$ cat src/rtl/stack_flagged.sv
// Parametrised LIFO stack with count, full/empty flags, a combinational top-of-stack
// peek and one-cycle overflow/underflow pulses; CIRCULAR picks the full-stack policy.
module stack_flagged #(
  parameter int STACK_WIDTH = 18,
  parameter int STACK_SIZE  = 2,
  parameter int CIRCULAR    = 0
) (
  input  logic                   i_clk,
  input  logic                   i_rst,
  input  logic                   i_clear,
  input  logic                   i_push,
  input  logic                   i_pop,
  input  logic [STACK_WIDTH-1:0] i_data,
  output logic [STACK_WIDTH-1:0] o_data,
  output logic [STACK_WIDTH-1:0] o_tos,
  output logic [STACK_SIZE:0]    o_count,
  output logic                   o_empty,
  output logic                   o_full,
  output logic                   o_overflow,
  output logic                   o_underflow
);

  localparam int DEPTH = 2 ** STACK_SIZE;
  localparam logic [STACK_SIZE:0]   CNT_FULL = (STACK_SIZE + 1)'(DEPTH);
  localparam logic [STACK_SIZE:0]   CNT_ONE  = (STACK_SIZE + 1)'(1);
  localparam logic [STACK_SIZE-1:0] PTR_ONE  = STACK_SIZE'(1);

  logic [STACK_WIDTH-1:0] mem_q [DEPTH];

  logic [STACK_SIZE-1:0]  ptr_q, ptr_d;
  logic [STACK_SIZE:0]    count_q, count_d;
  logic [STACK_WIDTH-1:0] data_q, data_d;
  logic                   overflow_q, overflow_d;
  logic                   underflow_q, underflow_d;

  logic                   mem_we;
  logic [STACK_SIZE-1:0]  mem_waddr;
  logic [STACK_WIDTH-1:0] mem_wdata;

  logic [STACK_SIZE-1:0]  top;
  logic [STACK_WIDTH-1:0] top_word;
  logic                   empty;
  logic                   full;

  // The top slot sits just below the next write slot; both read ports share it.
  assign top      = ptr_q - PTR_ONE;
  assign top_word = mem_q[top];
  assign empty    = (count_q == '0);
  assign full     = (count_q == CNT_FULL);

  always_comb begin
    ptr_d       = ptr_q;
    count_d     = count_q;
    data_d      = data_q;
    overflow_d  = 1'b0;
    underflow_d = 1'b0;
    mem_we      = 1'b0;
    mem_waddr   = ptr_q;
    mem_wdata   = i_data;

    if (i_clear) begin
      ptr_d   = '0;
      count_d = '0;
    end else if (i_push && i_pop) begin
      // Simultaneous push+pop replaces the top in place; on empty it is a pass-through.
      if (empty) begin
        data_d = i_data;
      end else begin
        data_d    = top_word;
        mem_we    = 1'b1;
        mem_waddr = top;
      end
    end else if (i_push) begin
      if (!full) begin
        mem_we  = 1'b1;
        ptr_d   = ptr_q + PTR_ONE;
        count_d = count_q + CNT_ONE;
      end else begin
        overflow_d = 1'b1;
        if (CIRCULAR != 0) begin
          mem_we = 1'b1;
          ptr_d  = ptr_q + PTR_ONE;
        end
      end
    end else if (i_pop) begin
      if (!empty) begin
        data_d  = top_word;
        ptr_d   = top;
        count_d = count_q - CNT_ONE;
      end else begin
        underflow_d = 1'b1;
      end
    end
  end

  always_ff @(posedge i_clk or posedge i_rst) begin
    if (i_rst) begin
      ptr_q       <= '0;
      count_q     <= '0;
      data_q      <= '0;
      overflow_q  <= 1'b0;
      underflow_q <= 1'b0;
    end else begin
      ptr_q       <= ptr_d;
      count_q     <= count_d;
      data_q      <= data_d;
      overflow_q  <= overflow_d;
      underflow_q <= underflow_d;
    end
  end

  // Storage is deliberately left out of reset; emptiness is tracked by count alone.
  always_ff @(posedge i_clk) begin
    if (mem_we) begin
      mem_q[mem_waddr] <= mem_wdata;
    end
  end

  assign o_data      = data_q;
  assign o_tos       = top_word;
  assign o_count     = count_q;
  assign o_empty     = empty;
  assign o_full      = full;
  assign o_overflow  = overflow_q;
  assign o_underflow = underflow_q;

endmodule

$ cat config.mk
export PLATFORM = sky130hd
export DESIGN_NAME = stack_flagged
export DESIGN_NICKNAME = d
export VERILOG_FILES = /design/src/rtl/stack_flagged.sv
export SDC_FILE = /design/constraint.sdc
export NUM_CORES = 1
export LEC_CHECK = 0
export CAP_MARGIN = 5
export CORE_MARGIN = 1
export CORE_UTILIZATION = 40
export DETAILED_ROUTE_END_ITERATION = 16
export GPL_TIMING_DRIVEN = 0
export HOLD_SLACK_MARGIN = 0.1
export PLACE_DENSITY = 0.63
export SYNTH_ARGS = -nofsm -noshare
export SYNTH_HDL_FRONTEND = slang
export SYNTH_SLANG_ARGS = --single-unit
$ cat constraint.sdc
create_clock -name i_clk -period 7.19 [get_ports i_clk]
set_clock_uncertainty 0.2 [all_clocks]
set_input_delay 1.0785 -clock i_clk [delete_from_list [all_inputs] [get_ports i_clk]]
set_output_delay 1.0785 -clock i_clk [all_outputs]
set_load 0.02 [all_outputs]
==> results of run 1 <==
==> stage by stage <==
step	hold slack [ps]	cells	cell area, sq um
global placement	328.8	447	4727
finish	356.8	467	5031
global route	375.8	467	5031
CTS	360.3	467	5031
detailed placement	347.1	451	4813
floorplan	435.9	253	3915
==> how the worst min path moves through the flow <==
| stage | startpoint | end | depth (start not counted) | slack, ps |
|---|---|---|---|---|
| floorplan | o_data[0] | o_data[0] | 2 | 440 |
| global placement | o_data[4] | o_data[4] | 2 | 330 |
| detailed placement | o_data[8] | o_data[8] | 2 | 350 |
| CTS | o_data[11] | o_data[11] | 2 | 360 |
| global route | o_data[0] | o_data[0] | 2 | 380 |
| finish | o_data[5] | o_data[5] | 2 | 360 |
==> cells in the final DEF, fill, tap and decap left out, drive strengths merged <==
cell,n
nand2b,4
o22ai,1
buf,11
edfxtp,72
nor3,6
a31oi,22
nor2,27
nand2,38
nand3,4
inv,6
or4,1
or3,1
o31a,1
clkinv,5
xnor2,2
clkdlybuf4s50,65
a21oi,3
fa,1
a211oi,1
o311ai,1
nor2b,2
bufinv,2
mux2,1
nor3b,3
dfrtp,25
clkbuf,15
mux4,18
==> cell type report <==
class | count | area [sq um] | area share [%]
Sequential cell | 97 | 2788 | 55.41
Multi-Input combinational cell | 137 | 1054 | 20.94
Timing Repair Buffer | 69 | 719.4 | 14.30
Tap cell | 129 | 161.4 | 3.208
Clock buffer | 9 | 123.9 | 2.462
Clock inverter | 7 | 93.84 | 1.865
Buffer | 13 | 68.82 | 1.368
Inverter | 6 | 22.52 | 0.4476
==> flip-flops by register name (all words and copies together) (netlist names) <==
name / flops
o_data: 18
o_overflow: 1
ptr_q: 2
o_underflow: 1
mem_q: 72
o_count: 3
==> power breakdown <==
part           internal (uW)  switching [uW]
combinational            197             225
sequential               657            28.2
clock                    196             187
total                   1050             440
==> logic make-up after synthesis <==
logic type | count (synthesis)
AOI/OAI and AO/OA | 29
and+or+nand+nor | 86
DFF | 97
xor gates and xnor gates | 2
adders and majority gates | 1
muxes | 19
buffers and inverters | 19
==> per-layer routing <==
metal	global-route usage [%]	wire length (microns)	up-vias
li1	-	-	1118
met1	25.30	3930	1256
met2	29.93	4187	76
met3	2.774	388	12
met4	7.804	153	0
met5	0	0	-
==> worst register-to-register path, delay by kind of cell (launching register included) <==
kind                   cells  cell delay, ps
and+or+nand+nor            2            1000
buffers and inverters      3             650
DFF                        1             360
AOI/OAI and AO/OA          1              90
==> impl_results.md, run 1 <==
- Status: finished, final reports clean
- PwrDens: 296.1 nW/um^2
- Post-CTS setup buffer count: 0
- Critical path endpoint: o_tos[11]
- Achievable Freq: 273.0 MHz
- Slowest stage cell, crit path: clkdlybuf4s50_1
- Relative slew slack: 21.21%
- FP Rows: 35
- XOR/XNOR Fraction of Synth Area: 0.4474%
- Gpl congestion: 0.7858
- Count of final max-slew check failures: 0
- Fillers: 814
- Reg2Reg Setup Slack: 4590 ps
- Share of cells above drive strength 1: 15.98%
- Drt initial violations: 95
- Most used DFF post-synth: edfxtp_1
- IO Count: 66
- Diode count: 0
- Finished Core Util: 53.68%
- Synth Area in Adders: 0.5113%
- CTS Hold Bufs: 0
- Synth top area share: 55.23%
- Max VDD drop: 0.0001250 V
- Net count after synthesis: 277
- Main combinational cell family by area after synthesis: multiplexers
- Critical path data required time: 5910 ps
- Clock Tree Root: clkbuf_8
- Min cycle time layout: 3662 ps
- Cell count along the critical path: 4
- Vias in the first global route: 2481
- Die ar.: 10190 sq um
- Nets: 357
- 1st-pass router iterations: 7
- Antenna Nets Post-Route: 0
- Post-synthesis mux area share: 10.64%
- Slowest stage delay, CP: 560 ps
- I/O Buffers: 65
- Mapped Area: 3915 sq um
- Setup CP Type: reg2out
- Leading post-synthesis cells by cell area: edfxtp_1 55%, dfrtp_1 16%, mux4_2 10%, nand2_1 3.6%, a31oi_1 3.5%
- Post-DP HPWL: 5720 microns
- Synth Area in Simple Gates: 10.07%
- First-pass GRT wire length: 13540 microns
- Final setup viols: 0
- Max-cap check violation count: 0
- Setup slack at placement: 3399 ps
- Most common cell in the netlist: edfxtp_1
- CP startpoint kind: register
- H-tree levels: 3
- Overflow after GRT: 0
- Leak: 0.001714 uW
- Synth top cells by count: 72 x edfxtp_1, 38 x nand2_1, 27 x nor2_1
- Tot GR Track Use: 18.55%
- Die width: 100.9 microns
- Die height: 100.9 microns
- Netlist cell types: 32
- WP buf/inv: 3
- Max clock buf depth: 2
- Core area: 9371 sq um
- Initial antenna violation count: 0
- Drt drc: 0
- Largest net degree at the start of global routing: 26
- Post-synth top area cell: edfxtp_1
- Top delay family on crit path: buffers and inverters
- Starting density of the core: 41.78%
- Period utilization: 50.94%
- Clock sinks: 97
- Post-Syn Area per Cell: 15.47 sq um
- Worst Path Arrival: 2380 ps
- Worst-path fanout max: 10
- CP Capture Type: output pin
- Post-CTS sizing: 0
- Via count: 2462
- #FFs+latches synth: 97
- Critical path origin: ptr_q[1]
- Final hold vios: 0
- CP Cell Sequence: buf_4 -> clkbuf_1 -> mux4_2 -> clkdlybuf4s50_1
- Final wirelength: 8661 microns
- Setup TNS: 0 ps
- Post-synthesis compound-gate area fraction: 4.794%
- Yosys warns: 0
- Pwr Total: 1490 uW
- RSZ-0062 raised after global routing: false
- Crit Reg-Reg Startpoint: ptr_q[0]
- Skew-Pair Late Insertion Delay: 360 ps
- Area Growth Syn to Fin: 28.51%
- Worst min path class: reg2reg
- Post-synth EDFFs: 72
- Syn Inst Count: 253
- Sequential share of the synthesized area: 71.20%
- Cell depth of the worst flop-to-flop path: 6
- Via/cell ratio: 5.272
- Final WS setup: 3528 ps
- Worst-path clk slew: 90 ps
- FF-to-FF End: mem_q[2][0]
- Total CTS buffers: 9
- Ys async rst share: 25.77%
- CTS tree: done
- WL/cell: 18.55 microns
- Worst-Margin Slew: 1181 ps
Power figures use the tool's default switching activity.
==> inputs of run 2 (changes only) <==
==> constraint.sdc (replaced) <==
create_clock -name i_clk -period 3.61 [get_ports i_clk]
set_clock_uncertainty 0.2 [all_clocks]
set_input_delay 0.5415 -clock i_clk [delete_from_list [all_inputs] [get_ports i_clk]]
set_output_delay 0.5415 -clock i_clk [all_outputs]
set_load 0.02 [all_outputs]
==> results of run 2 <==
The final DEF is identical to that of run 1. Status: finished, final reports clean.
Among the figures that moved: setup slack after placement 3399 ps -> 356.0 ps; setup slack after layout 3528 ps -> 484.6 ps; register-to-register setup slack 4590 ps -> 1010 ps; total power 1490 uW -> 2967 uW; worst IR drop on VDD 0.0001250 V -> 0.0002489 V
